**src/rtl/fetch_unit_pkg.sv**
```systemverilog
// Shared fetch types: FSM state encoding and the queue entry layout.
// The fault field exists only when FETCH_MISALIGN_CHECK_EN is defined.
package rvcpu;

    localparam int unsigned XLEN = 32;

    typedef enum logic [1:0] {
        FETCH,
        DRAIN,
        HALTED
    } fetch_state_t;

    typedef struct packed {
        logic [XLEN-1:0] pc;
        logic [XLEN-1:0] instr;
`ifdef FETCH_MISALIGN_CHECK_EN
        logic            fault;
`endif
    } fetch_entry_t;

endpackage

```
**src/rtl/fetch_unit_queue.sv**
```systemverilog
// Registered FIFO of fetched entries (no bypass); flush empties it, and a push
// in the flush cycle becomes the sole surviving entry.
module fetch_queue
    import rvcpu::*;
#(
    parameter int unsigned Depth   = 2,
    parameter type         entry_t = fetch_entry_t
) (
    input  logic                   clk,
    input  logic                   reset,
    input  logic                   flush_i,
    input  logic                   push_i,
    input  entry_t                 push_data_i,
    input  logic                   pop_i,
    output entry_t                 head_o,
    output logic [$clog2(Depth):0] count_o
);
    localparam int unsigned AW = $clog2(Depth);
    localparam int unsigned CW = AW + 1;

    entry_t        mem_q [Depth];
    logic [AW-1:0] rd_q, wr_q, wr_idx;
    logic [CW-1:0] count_q;

    assign wr_idx  = flush_i ? '0 : wr_q;
    assign head_o  = mem_q[rd_q];
    assign count_o = count_q;

    always_ff @(posedge clk) begin
        if (reset) begin
            rd_q    <= '0;
            wr_q    <= '0;
            count_q <= '0;
        end else if (flush_i) begin
            rd_q    <= '0;
            wr_q    <= AW'(push_i);
            count_q <= CW'(push_i);
        end else begin
            if (push_i) wr_q <= wr_q + AW'(1);
            if (pop_i)  rd_q <= rd_q + AW'(1);
            count_q <= count_q + CW'(push_i) - CW'(pop_i);
        end
    end

    always_ff @(posedge clk) begin
        if (push_i) mem_q[wr_idx] <= push_data_i;
    end

endmodule

```
**src/rtl/fetch_unit.sv**
```systemverilog
// Instruction fetch front end: sequential pc requests, in-flight/kill tracking,
// halt/drain FSM and an in-order response queue. Option: FETCH_MISALIGN_CHECK_EN.
module fetch_unit
    import rvcpu::*;
#(
    parameter int unsigned      Width   = 32,
    parameter int unsigned      Depth   = 2,
    parameter logic [Width-1:0] ResetPc = '0
) (
    input  logic             clk,
    input  logic             reset,
    output logic             req_valid,
    input  logic             req_ready,
    output logic [Width-1:0] req_addr,
    input  logic             rsp_valid,
    input  logic [Width-1:0] rsp_data,
    output logic             out_valid,
    input  logic             out_ready,
    output logic [Width-1:0] out_pc,
    output logic [Width-1:0] out_instr,
    input  logic             redirect_valid,
    input  logic [Width-1:0] redirect_pc,
    input  logic             halt_req,
`ifdef FETCH_MISALIGN_CHECK_EN
    output logic             out_fault,
`endif
    output logic             halted
);
    localparam int unsigned CW = $clog2(Depth) + 1;
    localparam int unsigned IW = CW + 1;

    fetch_state_t     state_q, state_d;
    logic [Width-1:0] pc_q, pc_d;
    logic [CW-1:0]    outst_q, outst_d;
    logic [CW-1:0]    kill_q, kill_d;
    logic [CW-1:0]    q_count;
    logic [IW-1:0]    inflight;
    logic             accept, pop, rsp_owned, rsp_live, misalign, push;
    logic [Width-1:0] target_pc, rsp_pc;
    fetch_entry_t     push_entry, head;

`ifdef FETCH_MISALIGN_CHECK_EN
    assign misalign  = redirect_valid && (redirect_pc[1:0] != 2'b00);
    assign target_pc = redirect_pc;
`else
    assign misalign  = 1'b0;
    assign target_pc = redirect_pc & ~Width'(3);
`endif

    assign pop       = out_valid && out_ready;
    // A head popped this cycle frees its slot in time for a same-cycle issue.
    assign inflight  = IW'(outst_q) + IW'(q_count) - IW'(pop);
    assign req_valid = !reset && (state_q == FETCH) && !redirect_valid && !halt_req
                       && (inflight < IW'(Depth));
    assign req_addr  = pc_q;
    assign accept    = req_valid && req_ready;

    // Responses with nothing outstanding (left over from before a reset) are ignored.
    assign rsp_owned = rsp_valid && (outst_q != '0);
    assign rsp_live  = rsp_owned && (kill_q == '0) && !redirect_valid;
    // Once kills are retired, every outstanding request is sequential up to pc_q.
    assign rsp_pc    = pc_q - (Width'(outst_q) << 2);
    assign push      = rsp_live || misalign;

    always_comb begin
        push_entry       = '0;
        push_entry.pc    = rsp_pc;
        push_entry.instr = rsp_data;
`ifdef FETCH_MISALIGN_CHECK_EN
        if (misalign) begin
            push_entry.pc    = redirect_pc;
            push_entry.instr = '0;
            push_entry.fault = 1'b1;
        end
`endif
    end

    always_comb begin
        outst_d = outst_q + CW'(accept) - CW'(rsp_owned);
        pc_d    = accept ? pc_q + Width'(4) : pc_q;
        kill_d  = kill_q;
        state_d = state_q;
        if (rsp_owned && (kill_q != '0)) kill_d = kill_q - CW'(1);
        if (redirect_valid) begin
            pc_d    = target_pc;
            kill_d  = outst_q - CW'(rsp_owned);
            state_d = misalign ? HALTED : FETCH;
        end else begin
            case (state_q)
                FETCH:   if (halt_req) state_d = DRAIN;
                DRAIN:   if (outst_d == '0) state_d = HALTED;
                default: ;
            endcase
        end
    end

    always_ff @(posedge clk) begin
        if (reset) begin
            state_q <= FETCH;
            pc_q    <= ResetPc;
            outst_q <= '0;
            kill_q  <= '0;
        end else begin
            state_q <= state_d;
            pc_q    <= pc_d;
            outst_q <= outst_d;
            kill_q  <= kill_d;
        end
    end

    fetch_queue #(
        .Depth   (Depth),
        .entry_t (fetch_entry_t)
    ) u_queue (
        .clk         (clk),
        .reset       (reset),
        .flush_i     (redirect_valid),
        .push_i      (push),
        .push_data_i (push_entry),
        .pop_i       (pop),
        .head_o      (head),
        .count_o     (q_count)
    );

    assign out_valid = !reset && (q_count != '0);
    assign out_pc    = head.pc;
    assign out_instr = head.instr;
`ifdef FETCH_MISALIGN_CHECK_EN
    assign out_fault = head.fault;
`endif
    assign halted    = !reset && (state_q == HALTED);

endmodule

```
**config.mk**
```make
export PLATFORM = sky130hd
export DESIGN_NAME = fetch_unit
export DESIGN_NICKNAME = d
export VERILOG_FILES = /design/src/rtl/fetch_unit_pkg.sv /design/src/rtl/fetch_unit_queue.sv /design/src/rtl/fetch_unit.sv
export SDC_FILE = /design/constraint.sdc
export NUM_CORES = 1
export LEC_CHECK = 0
export CAP_MARGIN = 15
export CELL_PAD_IN_SITES_DETAIL_PLACEMENT = 1
export CELL_PAD_IN_SITES_GLOBAL_PLACEMENT = 1
export CORE_MARGIN = 1.5
export CORE_UTILIZATION = 29
export DETAILED_ROUTE_END_ITERATION = 8
export HOLD_SLACK_MARGIN = 0.06
export PLACE_DENSITY = 0.59
export SKIP_CTS_REPAIR_TIMING = 1
export SLEW_MARGIN = 30
export SYNTH_ARGS = -nofsm -noshare
export SYNTH_HDL_FRONTEND = slang
export SYNTH_HIERARCHICAL = 1
export SYNTH_SLANG_ARGS = --single-unit
```
**constraint.sdc**
```tcl
create_clock -name clk -period 6.25 [get_ports clk]
set_input_delay 0.9375 -clock clk [delete_from_list [all_inputs] [get_ports clk]]
set_output_delay 0.9375 -clock clk [all_outputs]
set_load 0.05 [all_outputs]
```
==> results.toml, run 1 <==
[layout]
finalNetCount = 838
multi_input_area_sq_mm = 0.00308
antenna_diode_instance_count = 0
drive_gt1_frac = 0.166
regArea_sq_mm = 0.00467
post-route-util = 0.383
num-fill-cells = 2936
final_design_area_no_fill_sq_mm = 0.0106
syn_to_final_growth_pct = 30.3

[floorplanning]
io-pin-count = 170
initial_utilization = 0.293
design.core.area_sq_mm = 0.0276
die_w_um = 170
die_height_um = 170
dieArea_sq_mm = 0.0290
row_count = 61

[place]
final_gp_congestion = 0.815
dp_hpwl_mm = 15.3
io_buffers = 165
postPlaceCellArea_sq_mm = 0.0100

[critical_path]
setup.worst_path.class = "in2reg"
start_kind = "input port"
critical_path_arrival_ns = 5.09
timing.reg2reg.setup_slack_ns = 1.94
critPathCaptureType = "flop"
cp_data_required_time_ns = 6.54
critical_path.max_fanout = 20
worst_r2r_startpoint = "u_queue/count_o[1]"
critical_path.reg2reg.endpoint = "state_q[0]"
r2r.worst_path.cells = 17

[sta]
setup_viol_count_final = 0
grt_setup_unrepaired = "no"
finalCritPeriodShare = 0.768
hold_violations = 0
tightest_slew_ns = 0.880
final_skew_ns = 0.0141
slew_headroom = 0.413
period_needed_ns = 4.80
max_freq_mhz = 208
fin_tns_setup_ns = 0
timing.final.max_slew_violations = 0

[clock_tree]
clock_sink_count = 169
cts_buffers = 17
clk_latency_ns = 0.42
tritoncts_clock_tree = "built"
worst_setup_hold_path_clk_slew_ns = 0.07
clock-root-buffer = "clkbuf_16"
ctsLongestPathBuffers = 2
h_tree_lvl_count = 4

[synth]
yosysUniqueCellTypes = 69
synth.avg_cell_area_sq_um = 13.4
postSynth.topFlopCell = "edfxtp_1"
post_synth_instance_area_sq_mm = 0.00811
synth_area_leader_cell = "edfxtp_1"
synthTopCellsByArea = "edfxtp_1 (47%), mux2_4 (11%), dfxtp_1 (10%), xnor2_1 (3.2%), xor2_1 (2.4%)"
ys_seq_area_frac = 0.575
ffs_w_async_s_r_synth = 0
post_synth_edffs = 128
yosys_warnings = 6
synth_top_area_share = 0.474
ys_seq_elements = 169
netlist_instances = 606

[drt]
post_drt_antenna_nets = 0
routed-via-count = 5260
first_pass_drt_iterations = 4
drt_drc_violations_left = 0
wire_per_inst_um = 18.0
drt_first_iter_violations = 145
viasPerCell = 4.59
drt_wl_total_mm = 20.6

[grt]
congestion_overflow_gr = 0
antenna_violations_before_repair = 0
groute.usage.overall = 0.145
first_global_vias = 5628
grt_first_pass_wirelength_mm = 31.8
maximum_number_of_pins_on_one_net_before_global_route_repair = 48

[run]
cap_viol_max_count = 0

[power_and_ir_drop]
peakVddDrop_uv = 160
p_leak_nw = 3.61
pwr_density_cell_mw_per_mm2 = 285

[hold_path]
timing.hold.worst_endpoint = "u_queue/rd_q"
hold_path_startpoint = "u_queue/rd_q"
min_delay_path_depth = 2
hold_path.class = "reg2reg"

[run_status]
outcome = "complete, no violations"
[state kept, by name (all words and copies together), names as in the netlist, named ones only]
register,flops
req_addr,30
u_queue/rd_q,1
u_queue/wr_q,1
kill_q,2
u_queue/mem_q,128
u_queue/count_o,2
outst_q,2
state_q,2
[how the worst max path moves through the flow]
stage | start | to | slack (ns) | depth (start not counted)
finish | reset | state_q[0] | 1.45 | 17
global route | reset | state_q[0] | 1.09 | 17
CTS | reset | state_q[0] | 1.43 | 17
detailed placement | reset | state_q[0] | 0.99 | 17
global placement | reset | state_q[0] | 1.19 | 17
floorplan | reset | state_q[0] | 0.79 | 21
[through the flow]
step                      worst slack, ns  std cells  hold WS [ns]  total power, mW
final                                1.45       1145         0.567             3.01
after global routing                 1.09       1145         0.586             3.14
after CTS                            1.43       1145         0.563             3.05
after detailed placement            0.992       1113         0.544             2.02
after global placement               1.19       1113         0.549             2.00
after floorplan                     0.790        611         0.518             1.80
[power breakdown]
| part | total, mW | switching (mW) | internal, mW |
|---|---|---|---|
| clock network | 1.02 | 0.435 | 0.586 |
| registers | 1.35 | 0.0603 | 1.29 |
| logic | 0.638 | 0.382 | 0.256 |
[cell usage in the layout (no fill, tap or decap), types with 3 or more instances in the layout]
| cell | count |
|---|---|
| a211oi_1 | 15 |
| a21oi_1 | 13 |
| a31oi_1 | 4 |
| and2_1 | 4 |
| and3_1 | 5 |
| and4_1 | 3 |
| buf_4 | 8 |
| clkbuf_16 | 17 |
| clkdlybuf4s50_1 | 164 |
| clkinv_1 | 3 |
| clkinvlp_4 | 4 |
| conb_1 | 6 |
| dfxtp_1 | 40 |
| edfxtp_1 | 128 |
| ha_1 | 11 |
| inv_1 | 21 |
| mux2_2 | 8 |
| mux2_4 | 60 |
| nand2_1 | 34 |
| nand3_1 | 11 |
| nand4_1 | 14 |
| nor2_1 | 37 |
| nor2b_1 | 4 |
| nor3_1 | 21 |
| nor3b_1 | 5 |
| nor4_1 | 6 |
| nor4_2 | 5 |
| o21ai_0 | 3 |
| or3_1 | 5 |
| xnor2_1 | 30 |
| xor2_1 | 22 |
[per-layer routing]
metal / routed length [um] / track usage / share of wire
met1: 9460 / 0.185 / 0.46
met2: 10000 / 0.248 / 0.49
met3: 969 / 0.0340 / 0.047
met4: 155 / 0.0366 / 0.0075
met5: 0 / 0 / 0
[cells by family after synthesis]
group | Yosys count | share of synthesized area
buffers and inverters | 71 | 0.0495
adder cells (fa/ha/maj) | 13 | 0.0219
AND/OR/NAND/NOR | 178 | 0.127
other | 1 | 0.000462
multiplexers | 69 | 0.123
XOR/XNOR | 52 | 0.0562
flip-flops | 169 | 0.575
AO/OA/AOI/OAI | 53 | 0.0461
[Yosys cell counts, types with 2 or more instances]
master     number
edfxtp_1      128
mux2_4         60
dfxtp_1        41
nor2_1         37
nand2_1        34
xnor2_1        30
clkbuf_1       25
xor2_1         22
inv_1          21
nor3_1         21
a211oi_1       15
nand4_1        14
a21oi_1        13
ha_1           11
nand3_1        11
buf_2          10
mux2_2          8
nor4_1          7
and3_1          6
buf_12          6
nor3b_1         5
or3_1           5
a31oi_1         4
and2_1          4
nor2b_1         4
nor4_2          4
and4_1          3
o21ai_0         3
a2111oi_0       2
a2bb2oi_1       2
a311oi_1        2
buf_4           2
buf_6           2
clkbuf_2        2
fa_1            2
nand2b_1        2
nand3b_1        2
nor4b_1         2
nor4b_4         2
o211ai_1        2
or4_4           2
[final cells by class]
type                       count  area share
sequential                   169       0.442
multi-input combinational    371       0.291
timing repair buffer         172       0.161
tap                          378      0.0447
clock buffer                  19      0.0410
clock inverter                13      0.0123
inverter                      23     0.00817
[critical path, cell delays in order]
cell and delay, ns:
clkdlybuf4s50_1 0.43, a21oi_1 0.17, and2_1 0.23, ha_1 0.24
nand2b_1 0.15, fa_1 0.51, nor4b_4 0.32, and3_1 0.45
inv_2 0.27, ha_1 0.35, inv_1 0.04, ha_1 0.18
xnor2_1 0.19, xnor2_1 0.12, nor3_1 0.24, a2bb2oi_1 0.19
nor3_1 0.06
Power figures use the tool's default switching activity.
==> run 2, diff against run 1 <==
==> constraint.sdc (replaced) <==
create_clock -name clk -period 4.7 [get_ports clk]
set_input_delay 0.705 -clock clk [delete_from_list [all_inputs] [get_ports clk]]
set_output_delay 0.705 -clock clk [all_outputs]
set_load 0.05 [all_outputs]
==> run 2 against run 1 <==
Via count down 0.32%. Final area rose by 0.54%. Clock skew increased by 0.010 ns. Worst hold slack got worse by 0.014 ns. Cell count is 0.35% higher. First-iteration DRC count increased by 59%. Register-to-register slack worse by 0.92 ns. Sequential share of layout area is 0.24 points lower. Critical path type unchanged. Largest cell class unchanged. Highest routed layer unchanged.
==> results.toml, run 2 (synthesis gave the netlist of run 1 again) <==
[run_status]
outcome = "complete, no violations"

[sta]
postLayoutSetupSlackWorst_ns = 0.747
setup_viol_count_final = 0
period_needed_ns = 3.95
grt_setup_unrepaired = "no"
tightest_slew_ns = 0.665
fin_tns_setup_ns = 0
finalCritPeriodShare = 0.841
max_freq_mhz = 253
slew_headroom = 0.553
hold_violations = 0
final_skew_ns = 0.0246
finalHoldWorstSlack_ns = 0.552
timing.final.max_slew_violations = 0

[clock_tree]
ctsLongestPathBuffers = 2
clock_sink_count = 169
tritoncts_clock_tree = "built"
worst_setup_hold_path_clk_slew_ns = 0.07
clock-root-buffer = "clkbuf_16"
clk_latency_ns = 0.43
cts_buffers = 17
h_tree_lvl_count = 4

[drt]
drt_wl_total_mm = 20.8
post_drt_antenna_nets = 0
drt_first_iter_violations = 230
first_pass_drt_iterations = 4
wire_per_inst_um = 18.1
drt_drc_violations_left = 0
routed-via-count = 5243
viasPerCell = 4.56

[floorplanning]
initial_utilization = 0.293
die_height_um = 170
io-pin-count = 170
dieArea_sq_mm = 0.0290
row_count = 61
design.core.area_sq_mm = 0.0276
die_w_um = 170

[place]
io_buffers = 165
final_gp_congestion = 0.778
dp_hpwl_mm = 15.2
dpl.cell_count = 1117
worst_slack_at_placement_ns = 0.288

[grt]
first_global_vias = 5644
grt_first_pass_wirelength_mm = 31.7
maximum_number_of_pins_on_one_net_before_global_route_repair = 66
congestion_overflow_gr = 0
antenna_violations_before_repair = 0
groute.usage.overall = 0.144

[layout]
layout.cells.most_common = "clkdlybuf4s50_1"
max_flop_register = "u_queue/mem_q"
mostFrequentLayoutCells = "clkdlybuf4s50_1 (164), edfxtp_1 (128), mux2_4 (60), dfxtp_1 (40), nor2_1 (37)"
largest_reg_flops = 128
syn_to_final_growth_pct = 31.0
drive_gt1_frac = 0.173
final-instance-count-excl-fill = 1149
antenna_diode_instance_count = 0
num-fill-cells = 2943
finalNetCount = 842

[critical_path]
critical_path_arrival_ns = 4.25
timing.reg2reg.setup_slack_ns = 1.02
start_kind = "input port"
critPathCaptureType = "flop"
r2r.worst_path.cells = 17
cp_data_required_time_ns = 4.99
worst_r2r_startpoint = "u_queue/count_o[1]"
critical_path.max_fanout = 6
critical_path.reg2reg.endpoint = "state_q[0]"
setup.worst_path.class = "in2reg"

[hold_path]
hold_path.class = "reg2reg"
hold_path_startpoint = "u_queue/rd_q"
min_delay_path_depth = 2

[power_and_ir_drop]
pwr_density_cell_mw_per_mm2 = 373
peakVddDrop_uv = 241
fin_total_pwr_mw = 3.97
p_leak_nw = 3.62

[run]
cap_viol_max_count = 0
-- run 2: cell count changes in the layout (fill, tap and decap cells not counted), sizes merged --
| cell | before | now |
|---|---|---|
| clkinv | 5 | 4 |
| buf | 8 | 12 |
| clkinvlp | 5 | 7 |
| bufinv | 2 | 1 |
| inv | 24 | 23 |
| clkbuf | 19 | 20 |
-- run 2: final cells by class --
cell class	instances	area (sq um)	share of cell area
Timing Repair Buffer	176	1770	0.166
Inverter	23	86.3	0.00812
Clock buffer	20	437	0.0411
Multi-Input combinational cell	371	3090	0.291
Tap cell	378	473	0.0445
Clock inverter	12	103	0.00966
Sequential cell	169	4670	0.439
-- run 2: how the worst max path moves through the flow --
stage | startpoint | to | slack (ns)
floorplan | reset | state_q[0] | 0.04
global placement | reset | state_q[0] | 0.42
detailed placement | reset | state_q[0] | 0.29
CTS | reset | state_q[0] | 0.74
global route | reset | state_q[0] | 0.51
finish | reset | state_q[0] | 0.75
-- run 2: critical path: stages --
cell and delay (ns):
clkdlybuf4s50_1 0.53, a21oi_4 0.04, and2_4 0.17, ha_1 0.25, nand2b_1 0.15, fa_1 0.49, nor4b_4 0.32, and3_1 0.26
inv_2 0.05, ha_1 0.26, inv_1 0.03, ha_1 0.18, xnor2_1 0.18, xnor2_1 0.11, nor3_1 0.24, a2bb2oi_1 0.20
nor3_1 0.06
-- run 2: per-stage QoR --
step,cell area (sq um),util
after global routing,10600,0.385
after detailed placement,10100,0.365
after floorplan,8140,-
final,10600,0.385
after global placement,10100,0.365
after CTS,10600,0.384
-- run 2: power breakdown --
part           switching, mW  internal (mW)
combinational          0.514          0.355
clock                  0.578          0.725
sequential            0.0773           1.72
total                   1.17           2.80
-- run 2: per-layer routing --
layer  wire length, um  track usage  vias up
li1                  -            -     2509
met1              9320        0.178     2591
met2             10200        0.252      134
met3              1060       0.0347        9
met4               175       0.0369        0
met5                 0            0        -
